==> config.mk <==
export PLATFORM = sky130hd
export DESIGN_NAME = axi_rd_arbiter
export DESIGN_NICKNAME = d
export VERILOG_FILES = /design/src/rtl/axi_rd_arbiter.sv
export SDC_FILE = /design/constraint.sdc
export NUM_CORES = 1
export LEC_CHECK = 0
export CORE_AREA = 2 2 198 200
export CTS_BUF_LIST = sky130_fd_sc_hd__clkbuf_4 sky130_fd_sc_hd__clkbuf_8 sky130_fd_sc_hd__clkbuf_16
export DETAILED_ROUTE_END_ITERATION = 10
export DIE_AREA = 0 0 200 202
export GPL_TIMING_DRIVEN = 0
export SKIP_CTS_REPAIR_TIMING = 1
export SYNTH_ARGS = -nofsm -noshare
export SYNTH_HDL_FRONTEND = slang
export SYNTH_SLANG_ARGS = --single-unit
==> constraint.sdc <==
create_clock -name AXI_CLK_i -period 3.1 [get_ports AXI_CLK_i]
set_input_delay 0.465 -clock AXI_CLK_i [delete_from_list [all_inputs] [get_ports AXI_CLK_i]]
set_output_delay 0.465 -clock AXI_CLK_i [all_outputs]
set_load 0.005 [all_outputs]
==> src/rtl/axi_rd_arbiter.sv <==
// AXI read-channel interconnect core: two masters (M0 fetch, M1 data)
// round-robin arbitrated onto six decoded slaves plus an internal
// default slave that answers address misses with DECERR beats.
// One read transaction is in flight at a time.
//
// state | meaning
// ------+-------------------------------------------------------------
// IDLE  | arbitrate masters, accept one AR, capture payload and target
// ADDR  | present AR to the decoded slave until it accepts
// DATA  | route R beats from the slave to the granted master
// DEF   | default slave returns ARLEN+1 DECERR beats to granted master
module axi_rd_arbiter #(
    parameter int ID_W   = 4,
    parameter int IDS_W  = 8,
    parameter int ADDR_W = 32,
    parameter int DATA_W = 32,
    parameter int LEN_W  = 4,
    parameter int SIZE_W = 3
) (
    input  logic                AXI_CLK_i,
    input  logic                AXI_RST_i,

    input  logic [ID_W-1:0]     ARID_M0_i,
    input  logic [ADDR_W-1:0]   ARADDR_M0_i,
    input  logic [LEN_W-1:0]    ARLEN_M0_i,
    input  logic [SIZE_W-1:0]   ARSIZE_M0_i,
    input  logic [1:0]          ARBURST_M0_i,
    input  logic                ARVALID_M0_i,
    output logic                ARREADY_M0_o,
    output logic [ID_W-1:0]     RID_M0_o,
    output logic [DATA_W-1:0]   RDATA_M0_o,
    output logic [1:0]          RRESP_M0_o,
    output logic                RLAST_M0_o,
    output logic                RVALID_M0_o,
    input  logic                RREADY_M0_i,

    input  logic [ID_W-1:0]     ARID_M1_i,
    input  logic [ADDR_W-1:0]   ARADDR_M1_i,
    input  logic [LEN_W-1:0]    ARLEN_M1_i,
    input  logic [SIZE_W-1:0]   ARSIZE_M1_i,
    input  logic [1:0]          ARBURST_M1_i,
    input  logic                ARVALID_M1_i,
    output logic                ARREADY_M1_o,
    output logic [ID_W-1:0]     RID_M1_o,
    output logic [DATA_W-1:0]   RDATA_M1_o,
    output logic [1:0]          RRESP_M1_o,
    output logic                RLAST_M1_o,
    output logic                RVALID_M1_o,
    input  logic                RREADY_M1_i,

    output logic [IDS_W-1:0]    ARID_S_o,
    output logic [ADDR_W-1:0]   ARADDR_S_o,
    output logic [LEN_W-1:0]    ARLEN_S_o,
    output logic [SIZE_W-1:0]   ARSIZE_S_o,
    output logic [1:0]          ARBURST_S_o,
    output logic [5:0]          ARVALID_S_o,
    input  logic [5:0]          ARREADY_S_i,
    input  logic [6*IDS_W-1:0]  RID_S_i,
    input  logic [6*DATA_W-1:0] RDATA_S_i,
    input  logic [11:0]         RRESP_S_i,
    input  logic [5:0]          RLAST_S_i,
    input  logic [5:0]          RVALID_S_i,
    output logic [5:0]          RREADY_S_o
);

    localparam logic [1:0] ST_IDLE = 2'd0;
    localparam logic [1:0] ST_ADDR = 2'd1;
    localparam logic [1:0] ST_DATA = 2'd2;
    localparam logic [1:0] ST_DEF  = 2'd3;

    localparam logic [2:0] TGT_DEF = 3'd6;
    localparam int         TAG_W   = IDS_W - ID_W;

    logic [1:0]        state;
    logic              last_grant;
    logic              grant;
    logic [2:0]        target;
    logic [IDS_W-1:0]  ar_id;
    logic [ADDR_W-1:0] ar_addr;
    logic [LEN_W-1:0]  ar_len;
    logic [SIZE_W-1:0] ar_size;
    logic [1:0]        ar_burst;
    logic [LEN_W-1:0]  beat_cnt;

    logic              pick;
    logic              grant_now;
    logic [ID_W-1:0]   sel_id;
    logic [ADDR_W-1:0] sel_addr;
    logic [LEN_W-1:0]  sel_len;
    logic [SIZE_W-1:0] sel_size;
    logic [1:0]        sel_burst;
    logic [2:0]        sel_tgt;

    logic              s_rvalid;
    logic              s_rlast;
    logic [IDS_W-1:0]  s_rid;
    logic [DATA_W-1:0] s_rdata;
    logic [1:0]        s_rresp;
    logic              s_arready;
    logic              m_rready;

    logic              r_valid;
    logic              r_last;
    logic [ID_W-1:0]   r_id;
    logic [DATA_W-1:0] r_data;
    logic [1:0]        r_resp;

    logic              unused_rid_hi;

    function automatic logic [2:0] decode(input logic [ADDR_W-1:0] a);
        logic [2:0] t;
        t = TGT_DEF;
        if (a <= ADDR_W'(32'h0000_3FFF))
            t = 3'd0;
        else if (a >= ADDR_W'(32'h0001_0000) && a <= ADDR_W'(32'h0001_FFFF))
            t = 3'd1;
        else if (a >= ADDR_W'(32'h0002_0000) && a <= ADDR_W'(32'h0002_FFFF))
            t = 3'd2;
        else if (a >= ADDR_W'(32'h1000_0000) && a <= ADDR_W'(32'h1000_03FF))
            t = 3'd3;
        else if (a >= ADDR_W'(32'h1001_0000) && a <= ADDR_W'(32'h1001_03FF))
            t = 3'd4;
        else if (a >= ADDR_W'(32'h2000_0000) && a <= ADDR_W'(32'h201F_FFFF))
            t = 3'd5;
        return t;
    endfunction

    // Round-robin pick: on a tie the master not granted last wins.
    always_comb begin
        pick = 1'b0;
        if (ARVALID_M0_i && ARVALID_M1_i)
            pick = ~last_grant;
        else if (ARVALID_M1_i)
            pick = 1'b1;
    end

    // Reset gating keeps ARREADY low while reset is held even though IDLE is combinational.
    assign grant_now = (state == ST_IDLE) && (ARVALID_M0_i || ARVALID_M1_i) && AXI_RST_i;

    assign sel_id    = pick ? ARID_M1_i    : ARID_M0_i;
    assign sel_addr  = pick ? ARADDR_M1_i  : ARADDR_M0_i;
    assign sel_len   = pick ? ARLEN_M1_i   : ARLEN_M0_i;
    assign sel_size  = pick ? ARSIZE_M1_i  : ARSIZE_M0_i;
    assign sel_burst = pick ? ARBURST_M1_i : ARBURST_M0_i;
    assign sel_tgt   = decode(sel_addr);

    // Select the targeted slave's handshake and R payload.
    always_comb begin
        s_arready = 1'b0;
        s_rvalid  = 1'b0;
        s_rlast   = 1'b0;
        s_rid     = '0;
        s_rdata   = '0;
        s_rresp   = '0;
        for (int n = 0; n < 6; n++) begin
            if (target == 3'(n)) begin
                s_arready = ARREADY_S_i[n];
                s_rvalid  = RVALID_S_i[n];
                s_rlast   = RLAST_S_i[n];
                s_rid     = RID_S_i[n*IDS_W +: IDS_W];
                s_rdata   = RDATA_S_i[n*DATA_W +: DATA_W];
                s_rresp   = RRESP_S_i[n*2 +: 2];
            end
        end
    end

    assign m_rready      = grant ? RREADY_M1_i : RREADY_M0_i;
    assign unused_rid_hi = ^s_rid[IDS_W-1:ID_W];

    // Transaction sequencing: grant/capture, AR handshake, R drain, default-slave beats.
    always_ff @(posedge AXI_CLK_i or negedge AXI_RST_i) begin
        if (!AXI_RST_i) begin
            state      <= ST_IDLE;
            last_grant <= 1'b1;
            grant      <= 1'b0;
            target     <= 3'd0;
            ar_id      <= '0;
            ar_addr    <= '0;
            ar_len     <= '0;
            ar_size    <= '0;
            ar_burst   <= '0;
            beat_cnt   <= '0;
        end else begin
            case (state)
                ST_IDLE: begin
                    if (grant_now) begin
                        grant      <= pick;
                        last_grant <= pick;
                        target     <= sel_tgt;
                        ar_id      <= {TAG_W'(pick), sel_id};
                        ar_addr    <= sel_addr;
                        ar_len     <= sel_len;
                        ar_size    <= sel_size;
                        ar_burst   <= sel_burst;
                        beat_cnt   <= '0;
                        state      <= (sel_tgt == TGT_DEF) ? ST_DEF : ST_ADDR;
                    end
                end
                ST_ADDR: begin
                    if (s_arready)
                        state <= ST_DATA;
                end
                ST_DATA: begin
                    if (s_rvalid && m_rready && s_rlast)
                        state <= ST_IDLE;
                end
                default: begin
                    if (m_rready) begin
                        if (beat_cnt == ar_len) begin
                            beat_cnt <= '0;
                            state    <= ST_IDLE;
                        end else begin
                            beat_cnt <= beat_cnt + LEN_W'(1);
                        end
                    end
                end
            endcase
        end
    end

    // R beat source: routed slave in DATA, internal DECERR generator in DEF.
    always_comb begin
        r_valid = 1'b0;
        r_last  = 1'b0;
        r_id    = '0;
        r_data  = '0;
        r_resp  = '0;
        if (state == ST_DATA) begin
            r_valid = s_rvalid;
            r_last  = s_rlast;
            r_id    = s_rid[ID_W-1:0];
            r_data  = s_rdata;
            r_resp  = s_rresp;
        end else if (state == ST_DEF) begin
            r_valid = 1'b1;
            r_last  = (beat_cnt == ar_len);
            r_id    = ar_id[ID_W-1:0];
            r_resp  = 2'b11;
        end
    end

    assign ARREADY_M0_o = grant_now & ~pick;
    assign ARREADY_M1_o = grant_now & pick;

    assign RVALID_M0_o  = r_valid & ~grant;
    assign RVALID_M1_o  = r_valid & grant;
    assign RLAST_M0_o   = r_last & ~grant;
    assign RLAST_M1_o   = r_last & grant;
    assign RID_M0_o     = r_id;
    assign RID_M1_o     = r_id;
    assign RDATA_M0_o   = r_data;
    assign RDATA_M1_o   = r_data;
    assign RRESP_M0_o   = r_resp;
    assign RRESP_M1_o   = r_resp;

    assign ARID_S_o     = ar_id;
    assign ARADDR_S_o   = ar_addr;
    assign ARLEN_S_o    = ar_len;
    assign ARSIZE_S_o   = ar_size;
    assign ARBURST_S_o  = ar_burst;
    assign ARVALID_S_o  = (state == ST_ADDR) ? (6'b000001 << target) : 6'b000000;
    assign RREADY_S_o   = (state == ST_DATA && m_rready) ? (6'b000001 << target) : 6'b000000;

endmodule

Word level (Yosys, flattened, before mapping)
Index checks and enable logic that the tools add are counted.
Widths: inputs -> output; s select.
{ "classes": {"bitwise_logic": 10, "n_shift": 1, "n_lt_le_gt_ge": 11, "eq_ne": 13, "n_addsub": 1, "mux": 72, "n_reduce_logical": 21} }
{ "op_table": {"columns": ["op", "count"], "rows": [
  ["$mux 32", 8],
  ["$ge 32x29->1 const B", 2],
  ["$le 32x29->1 const B", 2],
  ["$mux 4", 13],
  ["$mux 2", 17],
  ["$ge 32x17->1 const B", 1],
  ["$ge 32x18->1 const B", 1],
  ["$ge 32x30->1 const B", 1],
  ["$le 32x14->1 const B", 1],
  ["$le 32x17->1 const B", 1],
  ["$le 32x18->1 const B", 1],
  ["$le 32x30->1 const B", 1],
  ["$mux 1", 25],
  ["$mux 3", 5],
  ["$mux 6", 2],
  ["$logic_and 1x1->1", 11],
  ["$eq 3x3->1 const B", 3],
  ["$pmux 4 s2", 1],
  ["$reduce_bool 4->1", 2],
  ["$and 1x1->1", 6],
  ["$eq 3x2->1 const B", 2],
  ["$ne 2x2->1 const B", 3],
  ["$pmux 2 s3", 1],
  ["$shl 1x3->6 const A", 1],
  ["other kinds (14)", 18]
]} }
{ "word_totals": {"in_bits": 366, "ff_bits": 57, "word_cells": 139, "out_inout_bits": 143} }

Longest topological paths before layout
Gate-level depths: netlist of the first run.
{ "logic_depth": {"ltp_word": 15, "depth_mapped": 10, "ltp_nobuf": 7} }

Least setup slack after synthesis of the first run
No wires, ideal clock.
{ "synth_path": {"kind": "register to output", "from": "register target[2]", "to": "output port RDATA_M1_o[17]", "arrival_ns": 1.895, "path_stages_with_launch": 9, "slack_ns": 0.740, "cell_sequence": "dfrtp_1 -> buf_2 -> buf_2 -> clkbuf_1 -> mux2_2 -> a22oi_1 -> o22ai_1 -> and2_1 -> buf_4"} }
{ "synth_via": {"elab_chain_cells": 8} }
{ "synth_lines": {"columns": ["item", "line_no", "source"], "rows": [
  ["start, declared", "77", "logic [2:0] target;"],
  ["start signal, assigned", "189", "target <= sel_tgt;"],
  ["$logic_not 3->1", "156", "if (target == 3'(n)) begin"],
  ["$mux 32 (5 in a row)", "156", null],
  ["$mux 32 (*)", "156", null],
  ["$mux 32 (*)", "228", "if (state == ST_DATA) begin"],
  ["end, declared", "45", "output logic [DATA_W-1:0] RDATA_M1_o,"]
]} }
Mark *: on every way between the ends. The rest lies on a longest branch, timed or not.

Worst setup path after layout of the first run
{ "layout_path": {"from": "register target[2]", "to": "output port RDATA_M1_o[4]"} }
The elaborated chain is that of the path after synthesis.

==> impl_metrics.prom, run 1 <==
# TYPE chip_impl_metric gauge
chip_impl_metric{name="met2WireLength",unit="um"} 20000
chip_impl_info{name="synth_area_leaders",value="dfrtp_1, mux2i_1, mux2_2, buf_4, a22oi_1"} 1
chip_impl_metric{name="gp_routability_congestion",unit=""} 0.886
chip_impl_metric{name="fp.dieH",unit="um"} 202
chip_impl_metric{name="fp.dieW",unit="um"} 200
chip_impl_metric{name="nNetsFinal",unit=""} 1606
chip_impl_metric{name="synth_seq_cells",unit=""} 56
chip_impl_info{name="hold_class",value="input port to asynchronous set/reset pin"} 1
chip_impl_metric{name="fillCellCount",unit=""} 4096
chip_impl_metric{name="postRouteAntennaNets",unit=""} 0
chip_impl_metric{name="clock_sink_count",unit=""} 56
chip_impl_metric{name="arrival",unit="ns"} 2.57
chip_impl_metric{name="areaGrowthSynthToFinish",unit="%"} 115
chip_impl_metric{name="slew-limit-headroom",unit="%"} 31.6
chip_impl_metric{name="synthesized_netlist_cell_count",unit=""} 718
chip_impl_metric{name="clk_transition_reported_paths",unit="ns"} 0.08
chip_impl_metric{name="gr-total-overflow",unit=""} 0
chip_impl_metric{name="pwr_density_cell",unit="mW/mm2"} 823
chip_impl_metric{name="number_of_flops_mapped_to_enable_cells_by_yosys",unit=""} 0
chip_impl_info{name="setup.worst_path.start_class",value="flop"} 1
chip_impl_metric{name="power.static_leakage",unit="nW"} 5.15
chip_impl_metric{name="final_number_of_max_transition_violations",unit=""} 0
chip_impl_metric{name="fmax",unit="MHz"} 329
chip_impl_metric{name="routed_via_density",unit=""} 4.33
chip_impl_metric{name="grt_first_pass_wirelength",unit="um"} 50700
chip_impl_info{name="status",value="finished, final reports clean"} 1
chip_impl_metric{name="drt_iter0_drc",unit=""} 355
chip_impl_metric{name="share_of_synthesized_area_occupied_by_flip_flops_and_latches",unit="%"} 24.9
chip_impl_metric{name="htree_levels",unit=""} 2
chip_impl_info{name="category_of_the_worst_setup_path_capture_point",value="primary output"} 1
chip_impl_metric{name="grt_antenna_before_repair",unit=""} 5
chip_impl_metric{name="die_area",unit="mm2"} 0.0404
chip_impl_metric{name="pin_count_of_the_biggest_net_entering_global_routing",unit=""} 35
chip_impl_metric{name="synthesis.area_per_instance",unit="um2"} 7.83
chip_impl_metric{name="post_route_cells_drive_above_1_share",unit="%"} 17.2
chip_impl_metric{name="async_reset_ff_share",unit="%"} 100
chip_impl_metric{name="track_usage",unit="%"} 17.1
chip_impl_info{name="synth.top_cells.by_count",value="nand2_1, nor2_1, dfrtp_1, mux2i_1, buf_4"} 1
chip_impl_metric{name="wl_met3",unit="um"} 2770
chip_impl_metric{name="finalWirelength",unit="um"} 37800
chip_impl_info{name="route.top_layer_used",value="met4"} 1
chip_impl_metric{name="finalHoldViolations",unit=""} 0
chip_impl_metric{name="drtPass1Iterations",unit=""} 5
chip_impl_info{name="rsz0062_at_grt",value="true"} 1
chip_impl_metric{name="final.setup.tns",unit="ns"} 0
chip_impl_metric{name="number_of_distinct_library_cells_after_synthesis",unit=""} 55
chip_impl_metric{name="worst_hold_slack",unit="ns"} 0.172
chip_impl_info{name="cts-root-buf",value="clkbuf_16"} 1
chip_impl_metric{name="yosysTopAreaCellShare",unit="%"} 24.5
chip_impl_metric{name="first_global_vias",unit=""} 7683
chip_impl_metric{name="worst_margin_slew",unit="ns"} 1.01
chip_impl_info{name="largest_area_contributor_in_the_netlist",value="dfrtp_1"} 1
chip_impl_info{name="synthMostInstantiatedCell",value="nand2_1"} 1
chip_impl_metric{name="vdd.ir_drop.worst",unit="mV"} 0.357
chip_impl_metric{name="crit_path_required_time",unit="ns"} 2.63
chip_impl_metric{name="post-route-period-util",unit="%"} 98.0
chip_impl_metric{name="floorplan.io_pins",unit=""} 509
chip_impl_metric{name="drv.max_cap_violation_count",unit=""} 0
chip_impl_metric{name="avgRoutedWirePerCell",unit="um"} 21.5
chip_impl_info{name="synth_top_flop_cell",value="dfrtp_1"} 1
chip_impl_metric{name="worst-r2r-cell-count",unit=""} 5
chip_impl_metric{name="core.rowCount",unit=""} 72
chip_impl_metric{name="dpl.hpwl",unit="um"} 31500
chip_impl_metric{name="synth_area",unit="mm2"} 0.00562
chip_impl_metric{name="post-route-drc-count",unit=""} 0
chip_impl_metric{name="finClkSkew",unit="ns"} 0.0105
chip_impl_metric{name="io_buffers",unit=""} 481
chip_impl_metric{name="wirelength_met1",unit="um"} 14400
chip_impl_metric{name="clock_period_minus_worst_slack",unit="ns"} 3.04
chip_impl_metric{name="clock_latency",unit="ns"} 0.30
chip_impl_info{name="timing.setup.critical_path_class",value="flop to primary output"} 1
chip_impl_metric{name="routed-via-count",unit=""} 7623
chip_impl_metric{name="floorplan.initialDensity",unit="%"} 14.7
chip_impl_metric{name="cts-root-to-sink-buffers",unit=""} 2
chip_impl_metric{name="cts-buffers-inserted",unit=""} 5
chip_impl_info{name="cts_tree",value="done"} 1
chip_impl_metric{name="finalSetupViolCount",unit=""} 0
chip_impl_metric{name="critical_path_peak_fanout",unit=""} 6
chip_impl_metric{name="placeableCoreArea",unit="mm2"} 0.0383
chip_impl_metric{name="yosysWarningCount",unit=""} 0
[stage by stage]
step	instances	power (W)	utilization [%]	cell area (um2)	setup slack (ns)
floorplan	720	0.00468	-	5630	0.740
global placement	1719	0.00824	29.0	11100	-3.23
detailed placement	1720	0.00830	29.0	11100	-0.883
CTS	1728	0.00900	29.5	11300	-1.23
global route	1757	0.0106	31.5	12100	-0.0376
finish	1759	0.00994	31.5	12100	0.0614
[cell usage in the layout, fill, tap and decap left out, types with 18 or more instances in the layout]
| cell | instances |
|---|---|
| a22oi_1 | 35 |
| and2_1 | 24 |
| mux2_2 | 39 |
| o21ai_0 | 20 |
| dlymetal6s2s_1 | 18 |
| nand2_1 | 77 |
| mux2i_1 | 51 |
| a21oi_1 | 31 |
| o22ai_1 | 33 |
| nor2_1 | 62 |
| clkdlybuf4s50_1 | 460 |
| dfrtp_1 | 54 |
| a31oi_1 | 20 |
| buf_4 | 67 |
[critical path, cell delays in order (launching register included)]
cell and delay (ns):
dfrtp_1 0.38, buf_6 0.14, buf_4 0.14, clkbuf_16 0.15, mux2_2 0.27, a22oi_1 0.32
o22ai_1 0.13, and2_1 0.19, buf_4 0.13, clkdlybuf4s50_1 0.43
[logic make-up (layout without fill, tap and decap cells)]
group           Yosys count  after routing  synth area share (%)
simple gates            229            229                  19.3
compound gates          207            207                  24.5
buf+inv                 122            638                  11.4
mux                      94             94                  18.0
flops                    56             56                  24.9
fa+ha+maj                 5              5                  1.11
xor+xnor                  4              4                 0.623
other cells               1              8                0.0667
[report_power, final]
part	switching [W]	total, W	internal (W)	leakage (nW)
registers	0.000284	0.00137	0.00109	0.665
clock network	0.000267	0.000657	0.000390	0.0843
logic	0.00358	0.00791	0.00433	4.40
total	0.00413	0.00994	0.00581	5.15
[cell type report]
cell class	instances	area, um2	area share [%]
Antenna cell	5	12.5	0.104
Buffer	101	773	6.40
Clock buffer	6	133	1.10
Clock inverter	2	35.0	0.290
Inverter	18	71.3	0.591
Multi-Input combinational cell	542	3790	31.4
Sequential cell	56	1400	11.6
Tap cell	518	648	5.37
Timing Repair Buffer	511	5200	43.1
[state kept, by name, indices dropped and copies added, names as in the netlist]
name / cells
ARADDR_S_o: 32
ARID_S_o: 4
ARLEN_S_o: 4
beat_cnt: 4
ARSIZE_S_o: 3
target: 3
ARBURST_S_o: 2
state: 2
grant: 1
last_grant: 1
[metal layers]
layer | up-vias | track usage, %
li1 | 3621 | -
met1 | 3638 | 19.1
met2 | 342 | 33.0
met3 | 22 | 3.07
met4 | 0 | 4.05
met5 | - | 0
[path summary, 6_finish.rpt]
check                      slack (ns)             end      startpoint
max                              0.06   RDATA_M1_o[4]       target[2]
min                              0.17   ARSIZE_S_o[1]       AXI_RST_i
max reg2reg                      0.69        state[0]       target[0]
min reg2reg                      0.48  ARADDR_S_o[29]  ARADDR_S_o[29]
max in group asynchronous        2.29       target[0]       AXI_RST_i
min in group AXI_CLK_i           0.48  ARADDR_S_o[29]  ARADDR_S_o[29]
Note: power is estimated with default switching activity, not from simulation.
==> run 2: changes to the inputs <==
==> constraint.sdc (replaced) <==
create_clock -name AXI_CLK_i -period 3.1 [get_ports AXI_CLK_i]
set_input_delay 0.62 -clock AXI_CLK_i [delete_from_list [all_inputs] [get_ports AXI_CLK_i]]
set_output_delay 0.62 -clock AXI_CLK_i [all_outputs]
set_load 0.005 [all_outputs]
==> run 2 against run 1 <==
Compared with the run above: the run now ends with negative setup slack left; worst hold slack better by 0.083 ns; design area up 5.0%; combinational power up 6.4%; setup slack worse by 0.13 ns; via count up 1.8%; total power up 5.2%; die area unchanged; cell count up 1.9%; core utilization up 1.6 points; first-iteration DRC count down 8.7%; sequential cell count unchanged; critical path type unchanged; critical endpoint is now RDATA_M1_o[22]; highest routed layer unchanged.
==> impl_metrics.prom, run 2 (synthesis gave the netlist of run 1 again) <==
# TYPE chip_impl_metric gauge
chip_impl_info{name="status",value="complete, but fails checks"} 1
chip_impl_info{name="violations_in_the_final_reports",value="negative setup slack"} 1
chip_impl_info{name="grt-busiest-layer",value="met2"} 1
chip_impl_metric{name="htree_levels",unit=""} 2
chip_impl_metric{name="met3_usage",unit="%"} 3.07
chip_impl_metric{name="worst-r2r-cell-count",unit=""} 5
chip_impl_metric{name="dpl_worst_slack",unit="ns"} -1.04
chip_impl_info{name="hold_class",value="input port to asynchronous set/reset pin"} 1
chip_impl_info{name="cts-root-buf",value="clkbuf_16"} 1
chip_impl_info{name="reg2reg_launch_point",value="target[0]"} 1
chip_impl_metric{name="final-seq-area",unit="mm2"} 0.00140
chip_impl_metric{name="post_route_cells_drive_above_1_share",unit="%"} 21.8
chip_impl_metric{name="gr-total-overflow",unit=""} 0
chip_impl_metric{name="largest_register_ffs",unit=""} 32
chip_impl_info{name="timing.setup.critical_path_class",value="flop to primary output"} 1
chip_impl_metric{name="power.static_leakage",unit="nW"} 6.17
chip_impl_metric{name="clock_latency",unit="ns"} 0.30
chip_impl_metric{name="io_buffers",unit=""} 481
chip_impl_metric{name="pwr_density_cell",unit="mW/mm2"} 824
chip_impl_metric{name="total_power",unit="W"} 0.0105
chip_impl_metric{name="arrival",unit="ns"} 2.55
chip_impl_metric{name="track_usage",unit="%"} 17.1
chip_impl_metric{name="avgRoutedWirePerCell",unit="um"} 21.5
chip_impl_metric{name="gp_routability_congestion",unit=""} 0.886
chip_impl_metric{name="finalHoldViolations",unit=""} 0
chip_impl_metric{name="fmax",unit="MHz"} 315
chip_impl_info{name="layout_commonest_cell",value="clkdlybuf4s50_1"} 1
chip_impl_metric{name="first_global_vias",unit=""} 7683
chip_impl_metric{name="met2_usage",unit="%"} 33.0
chip_impl_metric{name="vdd.ir_drop.worst",unit="mV"} 0.354
chip_impl_metric{name="drtPass1Iterations",unit=""} 7
chip_impl_metric{name="drv.max_cap_violation_count",unit=""} 0
chip_impl_info{name="setup.worst_path.start_class",value="flop"} 1
chip_impl_metric{name="post-route-drc-count",unit=""} 0
chip_impl_metric{name="grt_first_pass_wirelength",unit="um"} 50700
chip_impl_metric{name="finClkSkew",unit="ns"} 0.0109
chip_impl_info{name="cp-startpoint",value="target[2]"} 1
chip_impl_metric{name="share_clk_of_total_power",unit="%"} 6.3
chip_impl_info{name="rsz0062_at_grt",value="true"} 1
chip_impl_metric{name="finalCoreUtilization",unit="%"} 33.1
chip_impl_metric{name="post-route-period-util",unit="%"} 102
chip_impl_metric{name="pin_count_of_the_biggest_net_entering_global_routing",unit=""} 35
chip_impl_metric{name="crit_path_required_time",unit="ns"} 2.48
chip_impl_metric{name="die_area",unit="mm2"} 0.0404
chip_impl_metric{name="finalWirelength",unit="um"} 38600
chip_impl_metric{name="final_number_of_max_transition_violations",unit=""} 0
chip_impl_metric{name="drt_iter0_drc",unit=""} 324
chip_impl_metric{name="postRouteAntennaNets",unit=""} 0
chip_impl_metric{name="floorplan.initialDensity",unit="%"} 14.7
chip_impl_metric{name="routed_via_density",unit=""} 4.33
chip_impl_metric{name="r2r_setup_slack",unit="ns"} 0.52
chip_impl_metric{name="clock_sink_count",unit=""} 56
chip_impl_metric{name="cts-buffers-inserted",unit=""} 5
chip_impl_metric{name="core.rowCount",unit=""} 72
chip_impl_metric{name="p_switching",unit="W"} 0.00432
chip_impl_metric{name="fp.dieW",unit="um"} 200
chip_impl_metric{name="fp.dieH",unit="um"} 202
chip_impl_metric{name="clock_period_minus_worst_slack",unit="ns"} 3.17
chip_impl_metric{name="cts-root-to-sink-buffers",unit=""} 2
chip_impl_info{name="cts_tree",value="done"} 1
chip_impl_metric{name="worst_margin_slew",unit="ns"} 1.22
chip_impl_info{name="worst_r2r_endpoint",value="state[0]"} 1
chip_impl_metric{name="clk_transition_reported_paths",unit="ns"} 0.08
chip_impl_metric{name="slew-limit-headroom",unit="%"} 17.7
chip_impl_metric{name="fillCellCount",unit=""} 4035
chip_impl_metric{name="finalSetupViolCount",unit=""} 1
chip_impl_metric{name="placeableCoreArea",unit="mm2"} 0.0383
chip_impl_metric{name="pwr-share-seq",unit="%"} 13.2
chip_impl_metric{name="sw_frac_of_total",unit="%"} 41.4
chip_impl_metric{name="floorplan.io_pins",unit=""} 509
chip_impl_info{name="critPathCapture",value="RDATA_M1_o[22]"} 1
chip_impl_info{name="category_of_the_worst_setup_path_capture_point",value="primary output"} 1
chip_impl_metric{name="p_comb_share",unit="%"} 80.6
chip_impl_metric{name="routed-via-count",unit=""} 7764
chip_impl_metric{name="gr-usage-met1",unit="%"} 19.1
chip_impl_info{name="mostFrequentLayoutCells",value="clkdlybuf4s50_1, buf_4, nand2_1"} 1
chip_impl_metric{name="critical_path_peak_fanout",unit=""} 10
chip_impl_metric{name="grt_antenna_before_repair",unit=""} 5
chip_impl_metric{name="fin_ws",unit="ns"} -0.0718
chip_impl_metric{name="nNetsFinal",unit=""} 1639
chip_impl_metric{name="dpl.hpwl",unit="um"} 31500
chip_impl_metric{name="areaGrowthSynthToFinish",unit="%"} 125
chip_impl_metric{name="multi_input_gate_area",unit="mm2"} 0.00398
chip_impl_metric{name="p_int",unit="W"} 0.00613
run 2: worst min path at each step:
stage                             start        endpoint  cells past startpoint
after floorplan               AXI_RST_i   ARADDR_S_o[0]                      0
after global placement    ARADDR_S_o[0]   ARADDR_S_o[0]                      2
after detailed placement  ARADDR_S_o[0]   ARADDR_S_o[0]                      2
after CTS                     AXI_RST_i  ARBURST_S_o[1]                      1
after global routing          AXI_RST_i     ARID_S_o[1]                      1
final                         AXI_RST_i  ARBURST_S_o[1]                      1
run 2: final cells by class:
type | instances | share of cell area (%)
clock inverters | 2 | 0.276
flip-flops and latches | 56 | 11.1
inverters | 18 | 0.562
well taps | 518 | 5.11
clock buffers | 6 | 1.05
repair buffers | 544 | 44.0
diodes | 5 | 0.0987
multi-input cells | 542 | 31.3
plain buffers | 101 | 6.48
run 2: per-layer routing:
| metal | vias to the layer above | share of wire, % |
|---|---|---|
| met5 | - | 0 |
| met4 | 0 | 1.6 |
| met3 | 25 | 6.7 |
| met2 | 333 | 53 |
| met1 | 3718 | 39 |
| li1 | 3688 | - |
run 2: critical path: stages, from the launching register on:
cell             delay [ns]
dfrtp_1                0.38
buf_6                  0.13
buf_12                 0.13
buf_4                  0.14
buf_12                 0.14
mux2_2                 0.32
a22oi_2                0.14
o22ai_2                0.12
and2_4                 0.19
buf_4                  0.12
clkdlybuf4s50_1        0.43
run 2: power by group through the flow:
stage | Combinational, W | Sequential (W) | Clock [W]
2_1_floorplan | 0.00335 | 0.00133 | 0
6_report | 0.00842 | 0.00138 | 0.000657
3_3_place_gp | 0.00686 | 0.00137 | 0
4_1_cts | 0.00695 | 0.00138 | 0.000680
3_5_place_dp | 0.00692 | 0.00138 | 0
5_1_grt | 0.00902 | 0.00142 | 0.000707
run 2: per-stage QoR:
stage,hold WS (ns),TNS [ns],cell area [um2],cells
floorplan,0.324,0,5630,720
global placement,0.464,-213.10,11100,1719
detailed placement,0.470,-74.45,11100,1720
CTS,0.334,-103.62,11300,1728
global route,0.277,-0.478,12700,1790
finish,0.255,-0.0718,12700,1792
